File: config.mk
export PLATFORM = sky130hd
export DESIGN_NAME = mem_arbiter_flat
export DESIGN_NICKNAME = d
export VERILOG_FILES = /design/src/rtl/mem_arbiter_if.sv /design/src/rtl/mem_arbiter.sv /design/src/flat_wrapper.sv
export SDC_FILE = /design/constraint.sdc
export NUM_CORES = 1
export LEC_CHECK = 0
export CORE_ASPECT_RATIO = 0.8
export CORE_MARGIN = 2
export CORE_UTILIZATION = 35
export DETAILED_ROUTE_END_ITERATION = 6
export HOLD_SLACK_MARGIN = 0.02
export MAX_ROUTING_LAYER = met4
export PLACE_DENSITY = 0.85
export SYNTH_ARGS = -nofsm -noshare
export SYNTH_HDL_FRONTEND = slang
export SYNTH_SLANG_ARGS = --single-unit
File: constraint.sdc
create_clock -name clk -period 1.6 [get_ports clk]
set_input_delay 0.32 -clock clk [delete_from_list [all_inputs] [get_ports clk]]
set_output_delay 0.32 -clock clk [all_outputs]
set_load 0.005 [all_outputs]
File: src/rtl/mem_arbiter_if.sv
// mem_arbiter_if: bundles the cache-miss, store, memory and fill signals of mem_arbiter.
//   master : arbiter side (takes requests and read data, drives memory, fill and status)
//   slave  : environment side (cache controllers plus the unified memory)
// Signals:
//   i_miss/i_addr, d_miss/d_addr : line-miss requests, held until the matching *_fill_done
//   wr_req/wr_addr/wr_data       : store request, held until wr_ack
//   mem_*                        : pipelined fixed-latency memory port
//   fill_*                       : one returned line word per fill_we pulse
//   i_fill_done/d_fill_done/busy : completion pulses and activity status
interface mem_arbiter_if #(
  parameter int unsigned ADDR_W = 16,
  parameter int unsigned CNT_W  = 3
);
  logic              i_miss;
  logic [ADDR_W-1:0] i_addr;
  logic              d_miss;
  logic [ADDR_W-1:0] d_addr;
  logic              wr_req;
  logic [ADDR_W-1:0] wr_addr;
  logic [15:0]       wr_data;
  logic              wr_ack;
  logic              mem_enable;
  logic              mem_wr;
  logic [ADDR_W-1:0] mem_addr;
  logic [15:0]       mem_data_in;
  logic [15:0]       mem_data_out;
  logic              mem_data_valid;
  logic              fill_we;
  logic              fill_sel;
  logic [CNT_W-1:0]  fill_word;
  logic [15:0]       fill_data;
  logic              i_fill_done;
  logic              d_fill_done;
  logic              busy;

  modport master (
    input  i_miss, i_addr, d_miss, d_addr, wr_req, wr_addr, wr_data,
    input  mem_data_out, mem_data_valid,
    output wr_ack, mem_enable, mem_wr, mem_addr, mem_data_in,
    output fill_we, fill_sel, fill_word, fill_data, i_fill_done, d_fill_done, busy
  );

  modport slave (
    output i_miss, i_addr, d_miss, d_addr, wr_req, wr_addr, wr_data,
    output mem_data_out, mem_data_valid,
    input  wr_ack, mem_enable, mem_wr, mem_addr, mem_data_in,
    input  fill_we, fill_sel, fill_word, fill_data, i_fill_done, d_fill_done, busy
  );
endinterface

File: src/rtl/mem_arbiter.sv
// mem_arbiter: shares one unified memory between the I-cache miss path, the D-cache miss path
// and the D-side write-through store path. Stores take one WRITE cycle; misses fetch a whole
// line with one read issued per cycle and stream the returned words to the requesting cache.
// Ports:
//   clk   : system clock
//   rst_n : synchronous active-low reset
//   bus   : mem_arbiter_if.master (requests, memory port, fill port, done pulses, busy)
module mem_arbiter #(
  parameter int unsigned ADDR_W     = 16,
  parameter int unsigned LINE_WORDS = 8,
  parameter int unsigned CNT_W      = 3
) (
  input  logic          clk,
  input  logic          rst_n,
  mem_arbiter_if.master bus
);

  localparam logic [CNT_W:0]    LineWords = (CNT_W + 1)'(LINE_WORDS);
  localparam logic [CNT_W-1:0]  LastWord  = CNT_W'(LINE_WORDS - 1);
  localparam logic [ADDR_W-1:0] LineMask  = ~ADDR_W'(2 * LINE_WORDS - 1);
  localparam logic [ADDR_W-1:0] WordMask  = ~ADDR_W'(1);

  typedef enum logic [1:0] {StIdle, StWrite, StFill, StDone} state_e;

  state_e            stateQ;
  // issueCntQ is one bit wider than recvCntQ so it can rest at LINE_WORDS once all reads are out.
  logic [CNT_W:0]    issueCntQ;
  logic [CNT_W-1:0]  recvCntQ;
  logic              lastGrantQ;  // 0 = I, 1 = D
  logic              selQ;        // fill target of the current line
  logic [ADDR_W-1:0] lineBaseQ;
  logic [ADDR_W-1:0] wrAddrQ;
  logic [15:0]       wrDataQ;

  logic grantD;
  logic issuing;
  logic inWrite;
  logic inFill;
  logic inDone;

  // Round-robin between misses: with both pending, the side not served last time wins.
  assign grantD = bus.d_miss & (~bus.i_miss | ~lastGrantQ);

  always_ff @(posedge clk) begin
    if (!rst_n) begin
      stateQ     <= StIdle;
      issueCntQ  <= '0;
      recvCntQ   <= '0;
      lastGrantQ <= 1'b0;
      selQ       <= 1'b0;
      lineBaseQ  <= '0;
      wrAddrQ    <= '0;
      wrDataQ    <= '0;
    end else begin
      unique case (stateQ)
        StIdle: begin
          if (bus.wr_req) begin
            wrAddrQ <= bus.wr_addr;
            wrDataQ <= bus.wr_data;
            stateQ  <= StWrite;
          end else if (bus.i_miss | bus.d_miss) begin
            selQ       <= grantD;
            lastGrantQ <= grantD;
            lineBaseQ  <= (grantD ? bus.d_addr : bus.i_addr) & LineMask;
            issueCntQ  <= '0;
            recvCntQ   <= '0;
            stateQ     <= StFill;
          end
        end
        StWrite: stateQ <= StIdle;
        StFill: begin
          if (issueCntQ < LineWords) issueCntQ <= issueCntQ + 1'b1;
          if (bus.mem_data_valid) begin
            recvCntQ <= recvCntQ + 1'b1;
            if (recvCntQ == LastWord) stateQ <= StDone;
          end
        end
        StDone: begin
          issueCntQ <= '0;
          recvCntQ  <= '0;
          stateQ    <= StIdle;
        end
        default: stateQ <= StIdle;
      endcase
    end
  end

  assign inWrite = (stateQ == StWrite);
  assign inFill  = (stateQ == StFill);
  assign inDone  = (stateQ == StDone);
  assign issuing = inFill & (issueCntQ < LineWords);

  // Memory-side outputs depend only on state and counters, never on the request inputs.
  always_comb begin
    bus.mem_enable  = inWrite | issuing;
    bus.mem_wr      = inWrite;
    bus.mem_addr    = '0;
    bus.mem_data_in = '0;
    if (inWrite) begin
      bus.mem_addr    = wrAddrQ & WordMask;
      bus.mem_data_in = wrDataQ;
    end else if (issuing) begin
      bus.mem_addr = lineBaseQ | ADDR_W'({issueCntQ[CNT_W-1:0], 1'b0});
    end
  end

  // Returned words are forwarded in the cycle they arrive; late data outside FILL is dropped.
  always_comb begin
    bus.fill_we     = inFill & bus.mem_data_valid;
    bus.fill_sel    = inFill & selQ;
    bus.fill_word   = inFill ? recvCntQ : '0;
    bus.fill_data   = bus.fill_we ? bus.mem_data_out : '0;
    bus.wr_ack      = inWrite;
    bus.i_fill_done = inDone & ~selQ;
    bus.d_fill_done = inDone & selQ;
    bus.busy        = (stateQ != StIdle);
  end

endmodule

File: src/flat_wrapper.sv
// flat-port wrapper written by rule: the top's interface ports become plain ports
module mem_arbiter_flat 
#(
  parameter int unsigned ADDR_W     = 16,
  parameter int unsigned LINE_WORDS = 8,
  parameter int unsigned CNT_W      = 3
)
  (clk, rst_n, bus_i_miss, bus_i_addr, bus_d_miss, bus_d_addr, bus_wr_req, bus_wr_addr, bus_wr_data, bus_mem_data_out, bus_mem_data_valid, bus_wr_ack, bus_mem_enable, bus_mem_wr, bus_mem_addr, bus_mem_data_in, bus_fill_we, bus_fill_sel, bus_fill_word, bus_fill_data, bus_i_fill_done, bus_d_fill_done, bus_busy);
  mem_arbiter_if #(.ADDR_W(ADDR_W), .CNT_W(CNT_W)) bus_i ();
  input  logic clk;
  input  logic rst_n;
  input wire logic [$bits(bus_i.i_miss)-1:0] bus_i_miss;
  input wire logic [$bits(bus_i.i_addr)-1:0] bus_i_addr;
  input wire logic [$bits(bus_i.d_miss)-1:0] bus_d_miss;
  input wire logic [$bits(bus_i.d_addr)-1:0] bus_d_addr;
  input wire logic [$bits(bus_i.wr_req)-1:0] bus_wr_req;
  input wire logic [$bits(bus_i.wr_addr)-1:0] bus_wr_addr;
  input wire logic [$bits(bus_i.wr_data)-1:0] bus_wr_data;
  input wire logic [$bits(bus_i.mem_data_out)-1:0] bus_mem_data_out;
  input wire logic [$bits(bus_i.mem_data_valid)-1:0] bus_mem_data_valid;
  output wire logic [$bits(bus_i.wr_ack)-1:0] bus_wr_ack;
  output wire logic [$bits(bus_i.mem_enable)-1:0] bus_mem_enable;
  output wire logic [$bits(bus_i.mem_wr)-1:0] bus_mem_wr;
  output wire logic [$bits(bus_i.mem_addr)-1:0] bus_mem_addr;
  output wire logic [$bits(bus_i.mem_data_in)-1:0] bus_mem_data_in;
  output wire logic [$bits(bus_i.fill_we)-1:0] bus_fill_we;
  output wire logic [$bits(bus_i.fill_sel)-1:0] bus_fill_sel;
  output wire logic [$bits(bus_i.fill_word)-1:0] bus_fill_word;
  output wire logic [$bits(bus_i.fill_data)-1:0] bus_fill_data;
  output wire logic [$bits(bus_i.i_fill_done)-1:0] bus_i_fill_done;
  output wire logic [$bits(bus_i.d_fill_done)-1:0] bus_d_fill_done;
  output wire logic [$bits(bus_i.busy)-1:0] bus_busy;
  assign bus_i.i_miss = bus_i_miss;
  assign bus_i.i_addr = bus_i_addr;
  assign bus_i.d_miss = bus_d_miss;
  assign bus_i.d_addr = bus_d_addr;
  assign bus_i.wr_req = bus_wr_req;
  assign bus_i.wr_addr = bus_wr_addr;
  assign bus_i.wr_data = bus_wr_data;
  assign bus_i.mem_data_out = bus_mem_data_out;
  assign bus_i.mem_data_valid = bus_mem_data_valid;
  assign bus_wr_ack = bus_i.wr_ack;
  assign bus_mem_enable = bus_i.mem_enable;
  assign bus_mem_wr = bus_i.mem_wr;
  assign bus_mem_addr = bus_i.mem_addr;
  assign bus_mem_data_in = bus_i.mem_data_in;
  assign bus_fill_we = bus_i.fill_we;
  assign bus_fill_sel = bus_i.fill_sel;
  assign bus_fill_word = bus_i.fill_word;
  assign bus_fill_data = bus_i.fill_data;
  assign bus_i_fill_done = bus_i.i_fill_done;
  assign bus_d_fill_done = bus_i.d_fill_done;
  assign bus_busy = bus_i.busy;
  mem_arbiter #(.ADDR_W(ADDR_W), .LINE_WORDS(LINE_WORDS), .CNT_W(CNT_W)) u_core (.clk(clk), .rst_n(rst_n), .bus(bus_i));
endmodule
# --- Word-level counts from Yosys, hierarchy flattened ---
# Cells that the tools add are included.
op_classes:
  n_reduce_logical: 9
  bitwise: 13
  order_cmp: 1
  add_sub_neg: 2
  eq_ne: 10
  muxes: 19
op_table:
  columns: ["operator", "count"]
  rows:
  - ["$mux 16", 5]
  - ["$or 16x4->16", 1]
  - ["$mux 3", 4]
  - ["$mux 4", 3]
  - ["$pmux 4 s3", 1]
  - ["$pmux 3 s3", 1]
  - ["$mux 2", 4]
  - ["$ne 2x2->1 const B", 4]
  - ["$reduce_and 4->1", 2]
  - ["$and 1x1->1", 6]
  - ["$pmux 2 s3", 1]
  - ["$reduce_and 3->1", 2]
  - ["$add 4x1->4 const B", 1]
  - ["$eq 2x2->1 const B", 2]
  - ["$lt 4x4->1 const B", 1]
  - ["$add 3x1->3 const B", 1]
  - ["$eq 3x3->1 const B", 1]
  - ["$ne 3x2->1 const B", 1]
  - ["$not 1->1", 3]
  - ["$or 1x1->1", 3]
  - ["$reduce_bool 3->1", 1]
  - ["$eq 2x1->1 const B", 1]
  - ["$logic_not 2->1", 1]
  - ["$ne 2x1->1 const B", 1]
  - ["other kinds (3)", 3]
totals:
  register_bits: 54
  output_inout_bits: 59
  elab_cells: 61
  input_bits: 86

# --- Logic depth before layout (Yosys ltp) ---
depth:
  depth_word: 4
  mapped_depth: 6
  ltp_nobuf: 5

# --- Worst setup path after synthesis ---
# No wires, ideal clock.
synth_timing:
  path_type: "flip-flop to output port"
  from: "reg u_core.stateQ[1]"
  to: "out bus_mem_addr[10]"
  n_path_buf: 2
  stages_incl_launch_ff: 5
  t_arrival_ps: 1278
  t_required_ps: 1280
  setup_slack_ps: 2
  cell_sequence: "dfxtp_1 -> buf_2 -> nor3b_2 -> buf_2 -> a22o_1"
synth_between:
  elab_chain_cells: 4
  elab_cells_between_ends: 5
  cone_classes: "eq/ne (2); mux (2); bitwise (1)"
synth_lines:
  columns: ["item", "line_no", "text"]
  rows:
  - ["start, declared", "mem_arbiter.sv:25", "state_e stateQ;"]
  - ["start signal, assigned", "mem_arbiter.sv:46", "stateQ <= StIdle;"]
  - ["start signal, assigned", "mem_arbiter.sv:60", "stateQ <= StWrite;"]
  - ["start signal, assigned", "mem_arbiter.sv:67", "stateQ <= StFill;"]
  - ["$eq 2x2->1", "mem_arbiter.sv:89", "assign inFill = (stateQ == StFill);"]
  - ["$and 1x1->1", "mem_arbiter.sv:91", "assign issuing = inFill & (issueCntQ < LineWords);"]
  - ["$mux 16", "mem_arbiter.sv:102", "end else if (issuing) begin"]
  - ["$mux 16 *", "mem_arbiter.sv:99", "if (inWrite) begin"]
  - ["end, declared", "flat_wrapper.sv:24", "output wire logic [$bits(bus_i.mem_addr)-1:0] bus_mem_addr;"]
# Every way passes the cells marked *; elsewhere a longest branch is shown, timed or not.

# --- Worst setup path after layout ---
layout_timing:
  from: "reg u_core.stateQ[1]"
  to: "out bus_mem_addr[7]"
# Same word-level chain as after synthesis.

==> impl_metrics.tcl <==
set metrics [dict create \
    wire_length_on_met3_um 669 \
    grt_pass1_wl_um 14200 \
    route.layer.met1.wl_um 4340 \
    critPathKind "flip-flop to output port" \
    number_of_antenna_violations_at_the_first_check_in_global_routing 0 \
    synth-async-reset-ratio_pct 0 \
    holdCritPathClass "flip-flop to flip-flop" \
    synthToLayoutAreaGrowth_pct 96.5 \
    yosys_register_bits 53 \
    ratio_of_cells_with_drive_above_1_in_the_final_layout_pct 44.4 \
    tritoncts "yes" \
    timing.critical_path.slowest_cell_delay_ns 0.41 \
    placed_cells_incl_taps 528 \
    place.port_buffers 134 \
    period_minus_slack_ns 1.92 \
    path_cells "nor3b_4 > buf_6 > buf_6 > buf_6 > a22o_1 > buf_2" \
    cellLeakagePower_nw 2.19 \
    top_level_ports 145 \
    synth_fp_nets 398 \
    critical-path-top-cell-by-count "buf_6" \
    timing.reg2reg.setup_slack_ns -0.15 \
    row_count 27 \
    ant_nets 0 \
    worst_r2r_startpoint "u_core.stateQ[0]" \
    fin_cells 580 \
    ys_types 41 \
    grt_use_total_pct 22.8 \
    synth_cells 309 \
    final_area_mm2 0.00506 \
    antenna_diode_count 0 \
    top_layer_used "met4" \
    clk_pin_slew_worst_paths_ns 0.10 \
    report.final.hold_viol_count 0 \
    power.density_mw_per_mm2 688 \
    yosysWarningCount 0 \
    worstHoldStart "u_core.wrDataQ[3]" \
    cp-end-kind "output port" \
    grt_setup_unrepaired "true" \
    dieArea_mm2 0.00807 \
    starting_density_of_the_core_pct 36.9 \
    finalNetCount 581 \
    finalSetupViolCount 72 \
    detail_route.iter0.violations 228 \
    grt_max_degree 33 \
    critical_path.startpoint_type "flip-flop" \
    cts_hold_buffers 0 \
    violations "setup timing" \
    layout_setup_ws_ns -0.321 \
    cpMaxStageDelayCell "dfxtp_4" \
    setup.worst_path.start "u_core.stateQ[1]" \
    synthesis.area_mm2 0.00258 \
    critical_path.max_fanout 5 \
    arrival_ns 1.60 \
    layout_worst_path_cycle_share_pct 120 \
    maxSlewViolCount 0 \
    num_vias 3055 \
    wl_per_cell_um 17.5 \
    detailed_place.area_mm2 0.00417 \
    synth_enable_flop_cells 0 \
    maximum_resistive_drop_on_vdd_v 0.000403 \
    finalWirelength_um 10200 \
    cap_viol_max_count 0 \
    cts_buffer_depth 2 \
    seq_area_frac_synth_pct 41.2 \
    clock_tree.htree_level_count 2 \
    worst_clock_skew_ns 0.00811 \
    clock_tree.root_cell "clkbuf_8" \
    die_height_um 80.8 \
    timing.critical_path.required_ns 1.28 \
    globalplace.congestion 0.770 \
    max_clock_freq_mhz 521 \
    met2RoutedLength_um 4940 \
    clock_sinks 53 \
    dieWidth_um 99.9 \
    grt-ovfl-total 0 \
    pre_cts_ws_ns -0.488 \
    cts_made_buffers 5 \
    post_synth.cell_area_avg_um2 8.34 \
    dp_hpwl_um 5710 \
    status "finished with violations" \
    core_area_mm2 0.00699 \
    drt_first_pass_iters 4 \
    clock_latency_ns 0.30 \
    detail_route.vias_per_cell 5.27 \
    drc 0 \
    ys.flop_type "dfxtp_1" \
    number_of_global_route_vias_before_repair 2933 \
]
==> final timing paths <==
| path | endpoint | depth (start not counted) |
|---|---|---|
| max | bus_mem_addr[7] | 6 |
| min | u_core.wrDataQ[3] | 2 |
| max reg2reg | u_core.lastGrantQ | 6 |
| min reg2reg | u_core.wrDataQ[3] | 2 |
==> worst max-delay path: cells and delay by family, from the launching register on <==
family	cells	cell delay, ns
AND/OR/NAND/NOR	1	0.32
flip-flops	1	0.41
AO/OA/AOI/OAI	1	0.12
buffers and inverters	4	0.45
==> per-layer routing <==
layer / up-vias / GRT usage, %
met2: 139 / 38.5
met5: - / -
met4: 0 / 6.99
met1: 1442 / 28.0
met3: 19 / 4.39
li1: 1455 / -
==> report_power, final <==
group          internal [W]  total, W  switching (W)  leakage (nW)
registers           0.00141   0.00148      0.0000743         0.436
clock network      0.000510  0.000965       0.000456        0.0574
logic              0.000638   0.00104       0.000400          1.70
total               0.00255   0.00348       0.000931          2.19
==> cells by family after synthesis <==
kind of cell | synth area share, %
other | 0.145
DFF | 41.2
adders and majority gates | 1.46
AOI/OAI and AO/OA | 26.4
buffers and inverters | 5.83
and+or+nand+nor | 25.0
==> metrics by stage <==
stage          total power [W]  setup TNS, ns  util (%)  hold slack, ns
2_1_floorplan          0.00180              0         -           0.432
3_3_place_gp           0.00221         -24.66      59.6           0.437
3_5_place_dp           0.00223         -26.54      59.6           0.444
4_1_cts                0.00337          -9.63      68.0           0.458
5_1_grt                0.00364         -14.04      72.4           0.477
6_report               0.00348         -10.94      72.4           0.460
==> what timing repair did <==
action / CTS / global route
buffers inserted: 30 / 10
gates cloned: 8 / 2
gates resized for setup: 330 / 62
pin swaps: 55 / 16
setup endpoints to repair: 75 / 96
==> synthesized netlist by cell type (2+ instances only) <==
master	instances	area (µm²)
nand3b_1	2	15.0
o211ai_1	3	22.5
buf_2	6	30.0
a21oi_1	37	185
and2_1	36	225
and3_1	2	12.5
ha_1	3	37.5
or2_2	2	12.5
nor2b_1	5	31.3
dfxtp_1	53	1060
inv_1	3	11.3
o21ai_0	5	25.0
a22oi_1	2	15.0
o221a_2	12	135
nand2_1	65	244
o32a_1	12	120
a22o_1	15	131
nor2_1	2	7.51
nor3b_1	2	15.0
clkbuf_1	19	71.3
buf_4	3	22.5
==> flip-flops by register name (all words and copies together), names as in the netlist <==
register	flops
u_core.stateQ	2
u_core.wrAddrQ	15
u_core.lineBaseQ	12
u_core.lastGrantQ	1
u_core.wrDataQ	16
u_core.issueCntQ	4
u_core.recvCntQ	3
==> placed cells by master, fill, tap and decap left out, types with 11 or more instances in the layout <==
master / instances
a21oi_1: 30
a22o_1: 15
and2_4: 34
buf_2: 20
buf_4: 25
buf_6: 74
clkdlybuf4s50_1: 76
dfxtp_1: 51
nand2_1: 56
o221a_2: 11
o32a_1: 12
==> area by class of cell <==
cell class,instances,area (µm²)
sequential,53,1070
fill,491,1930
inverter,3,11.3
tap,87,109
clock inverter,2,37.5
multi-input combinational,223,1610
clock buffer,6,82.6
timing repair buffer,206,2140
Power figures use the tool's default switching activity.
